### src/rtl/rv32_mod_fetch_aligner_if.sv
// Purpose: bundles the fetch-aligner redirect, memory fetch and decoder-side
// handshake signals into one interface.
//   master : the surrounding core/memory/decoder (drives redirect, memory
//            ready/response and decoder ready)
//   slave  : the fetch aligner (drives fetch requests and the instruction
//            presented to the decoder)
interface rv32_mod_fetch_aligner_if;
  logic        redirect_valid;
  logic [31:0] redirect_pc;
  logic        fetch_req_valid;
  logic [31:0] fetch_req_addr;
  logic        fetch_req_ready;
  logic        fetch_rsp_valid;
  logic [31:0] fetch_rsp_data;
  logic        fetch_rsp_error;
  logic        instr_valid;
  logic        instr_ready;
  logic [31:0] instruction;
  logic [31:0] instr_pc;
  logic        instr_is_compressed;
  logic        instr_fetch_error;

  modport master (
    output redirect_valid, redirect_pc, fetch_req_ready,
           fetch_rsp_valid, fetch_rsp_data, fetch_rsp_error, instr_ready,
    input  fetch_req_valid, fetch_req_addr, instr_valid, instruction,
           instr_pc, instr_is_compressed, instr_fetch_error
  );

  modport slave (
    input  redirect_valid, redirect_pc, fetch_req_ready,
           fetch_rsp_valid, fetch_rsp_data, fetch_rsp_error, instr_ready,
    output fetch_req_valid, fetch_req_addr, instr_valid, instruction,
           instr_pc, instr_is_compressed, instr_fetch_error
  );
endinterface

### src/rtl/rv32_mod_fetch_aligner.sv
// Purpose: rv32imc fetch aligner. Fetches aligned 32-bit words, buffers them
// as halfwords in a 4-entry FIFO and presents one naturally aligned
// instruction (16-bit zero-extended or 32-bit, possibly word-straddling) per
// decoder handshake. Handles PC redirects and fetch bus errors.
// Ports:
//   clk  - clock, all state changes on the rising edge
//   rst  - synchronous active-high reset
//   bus  - slave side of rv32_mod_fetch_aligner_if: redirect_valid/pc,
//          fetch_req_valid/addr/ready, fetch_rsp_valid/data/error,
//          instr_valid/ready, instruction, instr_pc, instr_is_compressed,
//          instr_fetch_error
module rv32_mod_fetch_aligner #(
  parameter logic [31:0] RESET_PC   = 32'h0000_0000,
  parameter int unsigned FIFO_DEPTH = 4
) (
  input logic                     clk,
  input logic                     rst,
  rv32_mod_fetch_aligner_if.slave bus
);

  localparam int unsigned XLEN  = 32;
  localparam int unsigned HW_W  = 16;
  localparam int unsigned PTR_W = 2;
  localparam int unsigned CNT_W = 3;

  typedef enum logic [1:0] {
    S_IDLE    = 2'd0,
    S_WAIT    = 2'd1,
    S_DISCARD = 2'd2,
    S_HALT    = 2'd3
  } state_t;

  state_t r_state;
  state_t w_state_nxt;

  logic [XLEN-1:0]       r_pc;
  logic [XLEN-1:0]       r_fetch_addr;
  logic                  r_skip_low;
  logic                  r_rst_d;
  logic [HW_W-1:0]       r_fifo_data [FIFO_DEPTH];
  logic [FIFO_DEPTH-1:0] r_fifo_err;
  logic [PTR_W-1:0]      r_rd_ptr;
  logic [PTR_W-1:0]      r_wr_ptr;
  logic [CNT_W-1:0]      r_count;

  logic                  w_out_en;
  logic [PTR_W-1:0]      w_rd_ptr_p1;
  logic [PTR_W-1:0]      w_wr_ptr_p1;
  logic [HW_W-1:0]       w_head;
  logic [HW_W-1:0]       w_next;
  logic                  w_head_err;
  logic                  w_next_err;
  logic                  w_single;
  logic                  w_avail;
  logic                  w_instr_valid;
  logic                  w_pop_fire;
  logic [CNT_W-1:0]      w_pop_n;
  logic [CNT_W-1:0]      w_push_n;
  logic [CNT_W-1:0]      w_free;
  logic                  w_req_valid;
  logic                  w_rsp_take;

  // Outputs held at zero in the reset cycle and the cycle after it.
  assign w_out_en    = ~(rst | r_rst_d);

  // FIFO head decode: an errored or non-11 halfword is a single-entry item.
  assign w_rd_ptr_p1 = r_rd_ptr + PTR_W'(1);
  assign w_wr_ptr_p1 = r_wr_ptr + PTR_W'(1);
  assign w_head      = r_fifo_data[r_rd_ptr];
  assign w_next      = r_fifo_data[w_rd_ptr_p1];
  assign w_head_err  = r_fifo_err[r_rd_ptr];
  assign w_next_err  = r_fifo_err[w_rd_ptr_p1];
  assign w_single    = w_head_err | (w_head[1:0] != 2'b11);
  assign w_avail     = w_single ? (r_count >= CNT_W'(1)) : (r_count >= CNT_W'(2));

  assign w_instr_valid = w_out_en & w_avail;
  assign w_pop_fire    = w_instr_valid & bus.instr_ready;
  assign w_pop_n       = w_pop_fire ? (w_single ? CNT_W'(1) : CNT_W'(2)) : CNT_W'(0);
  assign w_push_n      = w_rsp_take ? (r_skip_low ? CNT_W'(1) : CNT_W'(2)) : CNT_W'(0);
  assign w_free        = CNT_W'(FIFO_DEPTH) - r_count;

  // Fetch FSM state register.
  always_ff @(posedge clk) begin
    if (rst) r_state <= S_IDLE;
    else     r_state <= w_state_nxt;
  end

  // Fetch FSM next state, request and response-accept decode.
  always_comb begin
    w_state_nxt = r_state;
    w_req_valid = 1'b0;
    w_rsp_take  = 1'b0;
    unique case (r_state)
      S_IDLE: begin
        // A request is never issued alongside a redirect, so an accepted
        // request always has its response consumed by WAIT or DISCARD.
        w_req_valid = w_out_en & ~bus.redirect_valid & (w_free >= CNT_W'(2));
        if (w_req_valid && bus.fetch_req_ready) w_state_nxt = S_WAIT;
      end
      S_WAIT: begin
        if (bus.fetch_rsp_valid) begin
          w_rsp_take  = 1'b1;
          w_state_nxt = bus.fetch_rsp_error ? S_HALT : S_IDLE;
        end
      end
      S_DISCARD: begin
        if (bus.fetch_rsp_valid) w_state_nxt = S_IDLE;
      end
      S_HALT: begin
        w_state_nxt = S_HALT;
      end
      default: begin
        w_state_nxt = S_IDLE;
      end
    endcase
    // Redirect wins; a still-outstanding response must be dropped first,
    // including one already being discarded.
    if (bus.redirect_valid) begin
      w_rsp_take = 1'b0;
      if (((r_state == S_WAIT) || (r_state == S_DISCARD)) && !bus.fetch_rsp_valid)
        w_state_nxt = S_DISCARD;
      else
        w_state_nxt = S_IDLE;
    end
  end

  // PC, fetch address and halfword FIFO.
  always_ff @(posedge clk) begin
    r_rst_d <= rst;
    if (rst) begin
      r_pc         <= RESET_PC & ~XLEN'(1);
      r_fetch_addr <= RESET_PC & ~XLEN'(3);
      r_skip_low   <= RESET_PC[1];
      r_rd_ptr     <= '0;
      r_wr_ptr     <= '0;
      r_count      <= '0;
      r_fifo_err   <= '0;
      for (int unsigned i = 0; i < FIFO_DEPTH; i++) r_fifo_data[i] <= '0;
    end else if (bus.redirect_valid) begin
      r_pc         <= bus.redirect_pc & ~XLEN'(1);
      r_fetch_addr <= bus.redirect_pc & ~XLEN'(3);
      r_skip_low   <= bus.redirect_pc[1];
      r_rd_ptr     <= '0;
      r_wr_ptr     <= '0;
      r_count      <= '0;
    end else begin
      if (w_pop_fire) begin
        r_pc     <= r_pc + (w_single ? XLEN'(2) : XLEN'(4));
        r_rd_ptr <= r_rd_ptr + PTR_W'(w_pop_n);
      end
      if (w_rsp_take) begin
        r_fetch_addr <= r_fetch_addr + XLEN'(4);
        r_skip_low   <= 1'b0;
        if (r_skip_low) begin
          r_fifo_data[r_wr_ptr] <= bus.fetch_rsp_data[31:16];
          r_fifo_err[r_wr_ptr]  <= bus.fetch_rsp_error;
        end else begin
          r_fifo_data[r_wr_ptr]    <= bus.fetch_rsp_data[15:0];
          r_fifo_err[r_wr_ptr]     <= bus.fetch_rsp_error;
          r_fifo_data[w_wr_ptr_p1] <= bus.fetch_rsp_data[31:16];
          r_fifo_err[w_wr_ptr_p1]  <= bus.fetch_rsp_error;
        end
        r_wr_ptr <= r_wr_ptr + PTR_W'(w_push_n);
      end
      r_count <= r_count + w_push_n - w_pop_n;
    end
  end

  assign bus.fetch_req_valid     = w_req_valid;
  assign bus.fetch_req_addr      = w_out_en ? r_fetch_addr : '0;
  assign bus.instr_valid         = w_instr_valid;
  assign bus.instruction         = !w_out_en ? '0 :
                                   (w_single ? {16'h0000, w_head} : {w_next, w_head});
  assign bus.instr_pc            = w_out_en ? r_pc : '0;
  assign bus.instr_is_compressed = w_out_en & w_single;
  // A 32-bit instruction is tainted if either of its halves was errored.
  assign bus.instr_fetch_error   = w_out_en & (w_head_err | (~w_single & w_next_err));

endmodule

### src/flat_wrapper.sv
// flat-port wrapper written by rule: the top's interface ports become plain ports
module rv32_mod_fetch_aligner_flat 
#(
  parameter logic [31:0] RESET_PC   = 32'h0000_0000,
  parameter int unsigned FIFO_DEPTH = 4
)
  (clk, rst, bus_redirect_valid, bus_redirect_pc, bus_fetch_req_ready, bus_fetch_rsp_valid, bus_fetch_rsp_data, bus_fetch_rsp_error, bus_instr_ready, bus_fetch_req_valid, bus_fetch_req_addr, bus_instr_valid, bus_instruction, bus_instr_pc, bus_instr_is_compressed, bus_instr_fetch_error);
  rv32_mod_fetch_aligner_if bus_i ();
  input logic clk;
  input logic rst;
  input wire logic [$bits(bus_i.redirect_valid)-1:0] bus_redirect_valid;
  input wire logic [$bits(bus_i.redirect_pc)-1:0] bus_redirect_pc;
  input wire logic [$bits(bus_i.fetch_req_ready)-1:0] bus_fetch_req_ready;
  input wire logic [$bits(bus_i.fetch_rsp_valid)-1:0] bus_fetch_rsp_valid;
  input wire logic [$bits(bus_i.fetch_rsp_data)-1:0] bus_fetch_rsp_data;
  input wire logic [$bits(bus_i.fetch_rsp_error)-1:0] bus_fetch_rsp_error;
  input wire logic [$bits(bus_i.instr_ready)-1:0] bus_instr_ready;
  output wire logic [$bits(bus_i.fetch_req_valid)-1:0] bus_fetch_req_valid;
  output wire logic [$bits(bus_i.fetch_req_addr)-1:0] bus_fetch_req_addr;
  output wire logic [$bits(bus_i.instr_valid)-1:0] bus_instr_valid;
  output wire logic [$bits(bus_i.instruction)-1:0] bus_instruction;
  output wire logic [$bits(bus_i.instr_pc)-1:0] bus_instr_pc;
  output wire logic [$bits(bus_i.instr_is_compressed)-1:0] bus_instr_is_compressed;
  output wire logic [$bits(bus_i.instr_fetch_error)-1:0] bus_instr_fetch_error;
  assign bus_i.redirect_valid = bus_redirect_valid;
  assign bus_i.redirect_pc = bus_redirect_pc;
  assign bus_i.fetch_req_ready = bus_fetch_req_ready;
  assign bus_i.fetch_rsp_valid = bus_fetch_rsp_valid;
  assign bus_i.fetch_rsp_data = bus_fetch_rsp_data;
  assign bus_i.fetch_rsp_error = bus_fetch_rsp_error;
  assign bus_i.instr_ready = bus_instr_ready;
  assign bus_fetch_req_valid = bus_i.fetch_req_valid;
  assign bus_fetch_req_addr = bus_i.fetch_req_addr;
  assign bus_instr_valid = bus_i.instr_valid;
  assign bus_instruction = bus_i.instruction;
  assign bus_instr_pc = bus_i.instr_pc;
  assign bus_instr_is_compressed = bus_i.instr_is_compressed;
  assign bus_instr_fetch_error = bus_i.instr_fetch_error;
  rv32_mod_fetch_aligner #(.RESET_PC(RESET_PC), .FIFO_DEPTH(FIFO_DEPTH)) u_core (.clk(clk), .rst(rst), .bus(bus_i));
endmodule
### config.mk
export PLATFORM = sky130hd
export DESIGN_NAME = rv32_mod_fetch_aligner_flat
export DESIGN_NICKNAME = d
export VERILOG_FILES = /design/src/rtl/rv32_mod_fetch_aligner_if.sv /design/src/rtl/rv32_mod_fetch_aligner.sv /design/src/flat_wrapper.sv
export SDC_FILE = /design/constraint.sdc
export NUM_CORES = 1
export LEC_CHECK = 0
export CAP_MARGIN = 25
export CORE_UTILIZATION = 55
export CTS_CLUSTER_SIZE = 10
export DETAILED_ROUTE_END_ITERATION = 16
export PLACE_DENSITY_LB_ADDON = 0.2
export RECOVER_POWER = 50
export SYNTH_ARGS = -nofsm -noshare
export SYNTH_HDL_FRONTEND = slang
export SYNTH_SLANG_ARGS = --single-unit
### constraint.sdc
create_clock -name clk -period 8.85 [get_ports clk]
set_clock_uncertainty 0.15 [all_clocks]
set_input_delay 1.77 -clock clk [delete_from_list [all_inputs] [get_ports clk]]
set_output_delay 1.77 -clock clk [all_outputs]
set_load 0.01 [all_outputs]
== Word-level counts from Yosys, hierarchy flattened ==
Memories as Yosys holds them, arrays and structs flattened. A register that Yosys moved wholly into a read port is not among the register bits.
Cells that the tools add are included.

* Flip-flop bits (word level): 79
* Bits in latches: 0
* Memory bits (writable): 64
* Memory bits (read-only): 0
* Input bits: 71
* Output and inout bits: 100
* Memories: 1

* Add/subtract/negate cells: 9
* $mul: 0
* Div/mod/pow operators: 0
* Order comparisons: 9
* Equal/unequal tests: 7
* Shift-type cells: 0
* Multiplexer cells: 59
* Bitwise logic cells: 14
* Reductions and logical operators: 14

{| class="wikitable"
|+ Memory list
! memory !! words !! bits a word !! rd ports !! clocked after memory_dff !! write ports !! RTL line !! source
|-
| u_core.r_fifo_data || 4 || 16 || 2 || 1 || 4 || rv32_mod_fetch_aligner.sv:40 || <nowiki>logic [HW_W-1:0] r_fifo_data [FIFO_DEPTH];</nowiki>
|}

{| class="wikitable"
|+ Operators with widths
! operator !! number
|-
| $mux 32 || 8
|-
| $mux 16 || 3
|-
| $add 32x3->32 const B || 1
|-
| $add 32x32->32 || 1
|-
| $reduce_or 16->1 || 2
|-
| $mux 1 || 25
|-
| $mux 2 || 12
|-
| $lt 2x3->1 const B || 4
|-
| $mux 3 || 3
|-
| $bwmux 4 || 2
|-
| $pmux 2 s4 || 1
|-
| $and 1x1->1 || 7
|-
| $ge 3x2->1 const B || 2
|-
| $ne 3x3->1 const B || 2
|-
| $add 2x1->2 const B || 2
|-
| $add 2x2->2 || 2
|-
| $bmux 1 s2 || 2
|-
| $demux 1 s2 || 2
|-
| $eq 2x2->1 const B || 2
|-
| $ge 2x1->1 const B || 2
|-
| $logic_and 1x1->1 || 4
|-
| $mux 4 || 1
|-
| $or 1x1->1 || 4
|-
| $reduce_bool 2->1 || 2
|-
| 14 further kinds || 16
|}

== Longest topological paths before layout ==
Gate-level depths: netlist of run 1.

* Word-level depth: 10
* Mapped depth: 15
* Mapped depth without buffers: 14

== Worst setup path after synthesis of run 1 ==
Ideal clock, no wire load.

* Path type: input to output
* Start: input rst
* End: output bus_fetch_req_addr[10]
* Data arrival time: 2.755 ns
* Data required time: 6.930 ns
* Setup slack: 4.175 ns
* Stages on the path: 5
* Buffers on the path: 3
* Path through: buf_2 -> nor2_1 -> clkbuf_1 -> clkbuf_1 -> and2_1

* Word-level cells in the longest chain between the ends: 2

{| class="wikitable"
|+ RTL lines
! item !! RTL line !! source
|-
| start, declared || flat_wrapper.sv:10 || <nowiki>input logic rst;</nowiki>
|-
| $or 1x1->1 || rv32_mod_fetch_aligner.sv:64 || <nowiki>assign w_out_en = ~(rst | r_rst_d);</nowiki>
|-
| $mux 32 || rv32_mod_fetch_aligner.sv:170 || <nowiki>assign bus.fetch_req_addr = w_out_en ? r_fetch_addr : '0;</nowiki>
|-
| end, declared || flat_wrapper.sv:19 || <nowiki>output wire logic [$bits(bus_i.fetch_req_addr)-1:0] bus_fetch_req_addr;</nowiki>
|}

No other way between the ends.

== Worst setup path after layout of run 1 ==
* Start: input rst
* End: output bus_instruction[19]

* Word-level cells in the longest chain between the ends: 2

{| class="wikitable"
|+ RTL lines
! item !! RTL line !! source
|-
| $or 1x1->1 || rv32_mod_fetch_aligner.sv:64 ||
|-
| $mux 32 || rv32_mod_fetch_aligner.sv:172 || <nowiki>assign bus.instruction = !w_out_en ? '0 :</nowiki>
|-
| end, declared || flat_wrapper.sv:21 || <nowiki>output wire logic [$bits(bus_i.instruction)-1:0] bus_instruction;</nowiki>
|}

No other way between the ends.

==> results of run 1 <==
-- per-layer routing --
| layer | track usage [%] | vias up | share of wire, % |
|---|---|---|---|
| met5 | 0 | - | 0 |
| met1 | 45.7 | 4195 | 45 |
| met2 | 47.4 | 474 | 44 |
| li1 | - | 4185 | - |
| met3 | 6.13 | 36 | 9.8 |
| met4 | 9.09 | 0 | 1.3 |
-- kinds of logic after synthesis --
group | share of synthesized area (%)
other cells | 0.0393
compound gates | 20.4
xor+xnor | 2.39
fa+ha+maj | 2.46
flops | 36.5
simple gates | 24.7
mux | 8.65
buf+inv | 4.89
-- state kept, by name (all words and copies together) (netlist names), named ones only --
name / count
u_core.r_skip_low: 1
u_core.r_wr_ptr: 2
u_core.r_fetch_addr: 30
u_core.r_pc: 31
u_core.r_fifo_err: 4
u_core.r_fifo_data: 64
u_core.r_state: 2
u_core.r_rst_d: 1
u_core.r_count: 3
u_core.r_rd_ptr: 2
-- report_power, final --
| part | switching (uW) | internal (uW) | leakage [uW] | total [uW] |
|---|---|---|---|---|
| sequential | 33.5 | 717 | 0.00131 | 750 |
| clock | 290 | 417 | 0.000260 | 707 |
| combinational | 115 | 109 | 0.00249 | 224 |
| total | 438 | 1240 | 0.00406 | 1680 |
-- layout by cell type, fill, tap and decap left out, drive strengths merged, types with 15 or more instances in the layout --
cell type	netlist	layout
o31a	44	44
nand4	18	18
and2	76	76
a21oi	47	47
a21boi	18	18
nor3b	18	18
o22a	32	32
clkdlybuf4s50	0	165
xor2	15	15
dfxtp	78	78
o21a	41	41
nor3	23	23
nor2	99	99
nand2	120	120
nand3	29	29
a31oi	50	50
mux4	34	34
clkbuf	66	24
inv	20	23
and3	25	25
nor4	24	24
edfxtp	64	64
-- Yosys cell counts, types with 14 or more instances --
cell type / n / share of area, %
edfxtp_1: 64 / 20
and3_1: 25 / 1.6
nor2_1: 99 / 3.9
a21oi_1: 47 / 2.5
clkbuf_1: 66 / 2.6
nand3_1: 29 / 1.5
o31a_1: 44 / 4.0
o21a_1: 41 / 3.2
a31oi_1: 50 / 3.3
and2_1: 76 / 5.0
nor4_1: 24 / 1.6
nor3_1: 23 / 1.2
o22a_1: 32 / 2.9
a21boi_0: 18 / 1.4
dfxtp_1: 78 / 16
nand2_1: 120 / 4.7
xor2_1: 15 / 1.4
mux4_2: 34 / 8.0
nand4_1: 18 / 1.2
nor3b_1: 18 / 1.4
inv_1: 19 / 0.75
ha_1: 14 / 1.8
-- worst paths after layout --
path / to / startpoint / slack, ps
setup / recovery: bus_instruction[19] / rst / 2270
hold / removal: u_core.r_fifo_err[0] / u_core.r_fifo_err[0] / 330
setup reg to reg: u_core.r_count[2] / flop / 3350
hold reg to reg: u_core.r_fifo_err[0] / u_core.r_fifo_err[0] / 330
-- layout make-up --
class | instances | area [um2]
Multi-Input combinational cell | 811 | 5600
Tap cell | 220 | 275
Clock inverter | 12 | 138
Timing Repair Buffer | 182 | 1770
Fill cell | 1325 | 4970
Inverter | 22 | 85.1
Sequential cell | 142 | 3490
Clock buffer | 20 | 437
-- worst min-delay path: cells and delay by family, from the launching register on --
kind	cells	cell delay (ps)
simple gates	1	60
flops	1	330
compound gates	1	50
-- through the flow --
step | cells | utilization [%]
4_1_cts | 1408 | 70.4
5_1_grt | 1409 | 70.3
6_report | 1409 | 70.3
2_1_floorplan | 1065 | -
3_3_place_gp | 1376 | 67.0
3_5_place_dp | 1376 | 67.0
==> qor.yml, run 1 <==
run_status:
  outcome: "finished, violations left"
  violations: "max-capacitance violations, max-slew violations"
global_route:
  grt_first_pass_wirelength_um: 43800
  gr-usage-all-layers_pct: 31.5
  grt_pass1_vias: 8253
  grt_overflow: 0
  grt_max_degree: 86
  antenna_found_initial: 0
route:
  vias: 8890
  antenna_left: 0
  drt_iter0_drc: 1138
  wl_um: 27400
  drc_errors: 0
  drtPass1Iterations: 7
  post_drt_wl_per_cell_um: 19.4
  via_per_inst: 6.31
clock_network:
  cts_tree: "built"
  clock-sinks: 142
  root_buffer: "clkbuf_16"
  clk_pin_slew_ps: 60
  holdBufCountCts: 0
  cts_setup_buffers: 0
  cts_made_buffers: 17
  h-tree-depth: 4
  clk_latency_ps: 430
  ctsResizeCount: 0
  clockBufferDepth: 2
finish:
  fin_nets: 1264
  syn_to_final_growth_pct: 23.5
  antenna_cells: 0
  layout-drive-gt1-share_pct: 7.74
  fin_area_um2: 11800
min_path:
  hold_path_depth: 2
  hp-class: "flop to flop"
power_and_ir_drop:
  pwr_density_cell_nw_per_um2: 143
  power_leakage_uw: 0.00406
  ir_drop_mv: 0.150
  p_total_uw: 1680
job:
  drv_cap: 4
critical_path:
  critPathTopFamily: "buffers and inverters"
  start_kind: "input port"
  endpoint_kind: "primary output"
  worst-setup-path-type: "input port to primary output"
  worstRegToRegCells: 13
  cp_slowest_stage_delay_ps: 750
  crit_path_max_fanout: 46
  arrival_ps: 4660
  critPathMostFrequentCell: "clkdlybuf4s50_1"
  path_cells: "clkdlybuf4s50_1 > clkbuf_1 > nor2_4 > buf_4 > and3_1 > clkdlybuf4s50_1"
  cp_num_cells: 6
  crit_buf_inv: 4
  critPathSlowestCell: "nor2_4"
  required_ps: 6930
floorplan:
  core_um2: 16800
  start_util_pct: 57.0
  placementRows: 47
  io_pins: 171
  die_h_um: 134
  fp.dieArea_um2: 17900
  die_w_um: 134
synthesis:
  syn_inst: 1063
  synth_area_per_cell_um2: 8.98
  seq_area_frac_synth_pct: 36.5
  ys_ff_latch: 142
  synth_async_sr_flop_share_pct: 0
  synth_ff_type: "dfxtp_1"
  synthesis.area_um2: 9550
  ys_types: 63
  yosys_warnings: 0
  synth_edf_count: 64
placed_design:
  hpwlAfterDp_um: 18900
  gp_congestion: 0.869
  placed_cell_area_um2: 11200
  numPortBuffers: 166
  dp_slack_ps: 2630
timing:
  rsz0062_at_grt: "false"
  worst_slack_ps: 2270
  hold_viol: 0
  setup_viol: 0
  period_share_pct: 74.3
  finalMaxSlewViolations: 188
  whs_ps: 332
  max_freq_ghz: 0.152
  tns_ps: 0
  tightest_slew_ps: 2550
  min_period_ps: 6580
  relSlewSlack_pct: -69.7
Note: power is estimated with default switching activity, not from simulation.
==> run 2: changes to the inputs <==
- CORE_UTILIZATION: 55 -> 49
- clock period: 8.85 -> 5.3 ns (I/O delays scaled with it)
==> qor.yml, run 2 (same netlist as run 1, synthesis figures left out) <==
job:
  drv_cap: 1
placed_design:
  hpwlAfterDp_um: 19100
  gp_congestion: 0.856
  numPortBuffers: 166
critical_path:
  critPathSlowestCell: "dlygate4sd3_1"
  path_cells: "dlygate4sd3_1 > clkbuf_1 > clkinv_1 > clkbuf_1 > nand2_1 > buf_4 > nor2_1"
  worstSetupStartpoint: "rst"
  crit_path_max_fanout: 48
  required_ps: 5310
  worst-setup-path-type: "input port to flop"
  worstRegToRegCells: 11
  start_kind: "input port"
  r2r_slack_ps: 910
  worstReg2RegStart: "u_core.r_rd_ptr[0]"
  cp_slowest_stage_delay_ps: 760
  rr_endpoint: "u_core.r_count[2]"
  endpoint_kind: "flop"
  arrival_ps: 4610
  critPathMostFrequentCell: "clkbuf_1"
floorplan:
  die_h_um: 142
  start_util_pct: 50.5
  die_w_um: 142
  core_um2: 18900
  fp.dieArea_um2: 20000
  placementRows: 50
  io_pins: 171
timing:
  whs_ps: 339
  period_share_pct: 86.7
  rsz0062_at_grt: "false"
  setup_viol: 0
  finalMaxSlewViolations: 57
  tns_ps: 0
  tightest_slew_ps: 2440
  hold_viol: 0
  relSlewSlack_pct: -62.7
  max_freq_ghz: 0.218
  min_period_ps: 4600
clock_network:
  h-tree-depth: 4
  cts_made_buffers: 17
  clk_latency_ps: 430
  cts_setup_buffers: 0
  root_buffer: "clkbuf_16"
  clock-sinks: 142
  clk_pin_slew_ps: 60
  ctsResizeCount: 0
  holdBufCountCts: 0
  clockBufferDepth: 2
  cts_tree: "built"
finish:
  largest_reg_flops: 64
  antenna_cells: 0
  mostFrequentLayoutCells: "clkdlybuf4s50_1, nand2_1, nor2_1"
  layout-drive-gt1-share_pct: 8.30
  top_regs: "u_core.r_fifo_data (64), u_core.r_pc (31), u_core.r_fetch_addr (30)"
  final_common_cell: "clkdlybuf4s50_1"
  utilization_pct: 62.8
  fin_nets: 1268
  syn_to_final_growth_pct: 24.3
  max_flop_register: "u_core.r_fifo_data"
route:
  wl_um: 27500
  antenna_left: 0
  post_drt_wl_per_cell_um: 18.9
  via_per_inst: 6.11
  drtPass1Iterations: 5
  drc_errors: 0
  vias: 8871
  drt_iter0_drc: 870
min_path:
  hold_path_depth: 2
  whs_endpoint: "u_core.r_fifo_err[0]"
  hp-start: "u_core.r_fifo_err[0]"
  hp-class: "flop to flop"
power_and_ir_drop:
  ir_drop_mv: 0.193
  p_total_uw: 2780
  power_leakage_uw: 0.00410
  pwr_density_cell_nw_per_um2: 234
global_route:
  antenna_found_initial: 0
  grt_pass1_vias: 8074
  grt_first_pass_wirelength_um: 42900
  gr-usage-all-layers_pct: 27.6
  grt_overflow: 0
  grt_max_degree: 69
run_status:
  violations: "max-capacitance violations, max-slew violations"
  outcome: "finished, violations left"
-- run 2: power breakdown --
group          internal [uW]  total (uW)  switching, uW
Sequential              1200        1250           57.8
Clock                    624        1160            532
Combinational            183         371            188
Total                   2000        2780            778
-- run 2: worst max-delay path by stage --
stage / end / slack, ps
2_1_floorplan: u_core.r_count[2] / 1580
3_3_place_gp: u_core.r_count[2] / 870
3_5_place_dp: u_core.r_count[2] / 820
4_1_cts: bus_instruction[21] / 900
5_1_grt: u_core.r_fifo_data[0][0] / 470
6_report: u_core.r_fifo_data[2][0] / 700
-- run 2: per-stage QoR --
stage | instances | setup slack, ps | area [um2]
6_report | 1453 | 703 | 11900
5_1_grt | 1453 | 474 | 11900
4_1_cts | 1453 | 903 | 11900
3_5_place_dp | 1421 | 816 | 11300
3_3_place_gp | 1420 | 870 | 11300
2_1_floorplan | 1065 | 1580 | 9550
-- run 2: layout make-up --
class	instances	area [um2]
repair buffers	186	1800
flip-flops and latches	142	3490
clock inverters	15	145
clock buffers	17	425
inverters	22	85.1
multi-input cells	811	5590
well taps	260	325
fillers	1588	7030
-- run 2: critical path: cells and delay by family --
family                 cells  cell delay [ps]
buffers and inverters      5             3110
and+or+nand+nor            2              400
-- run 2: per-layer routing --
metal  wire (um)  GRT usage, %  vias up
li1            -             -     4186
met1       11200          34.7     4186
met2       13400          47.6      448
met3        2230          4.52       51
met4         616          10.4        0
met5           0             0        -
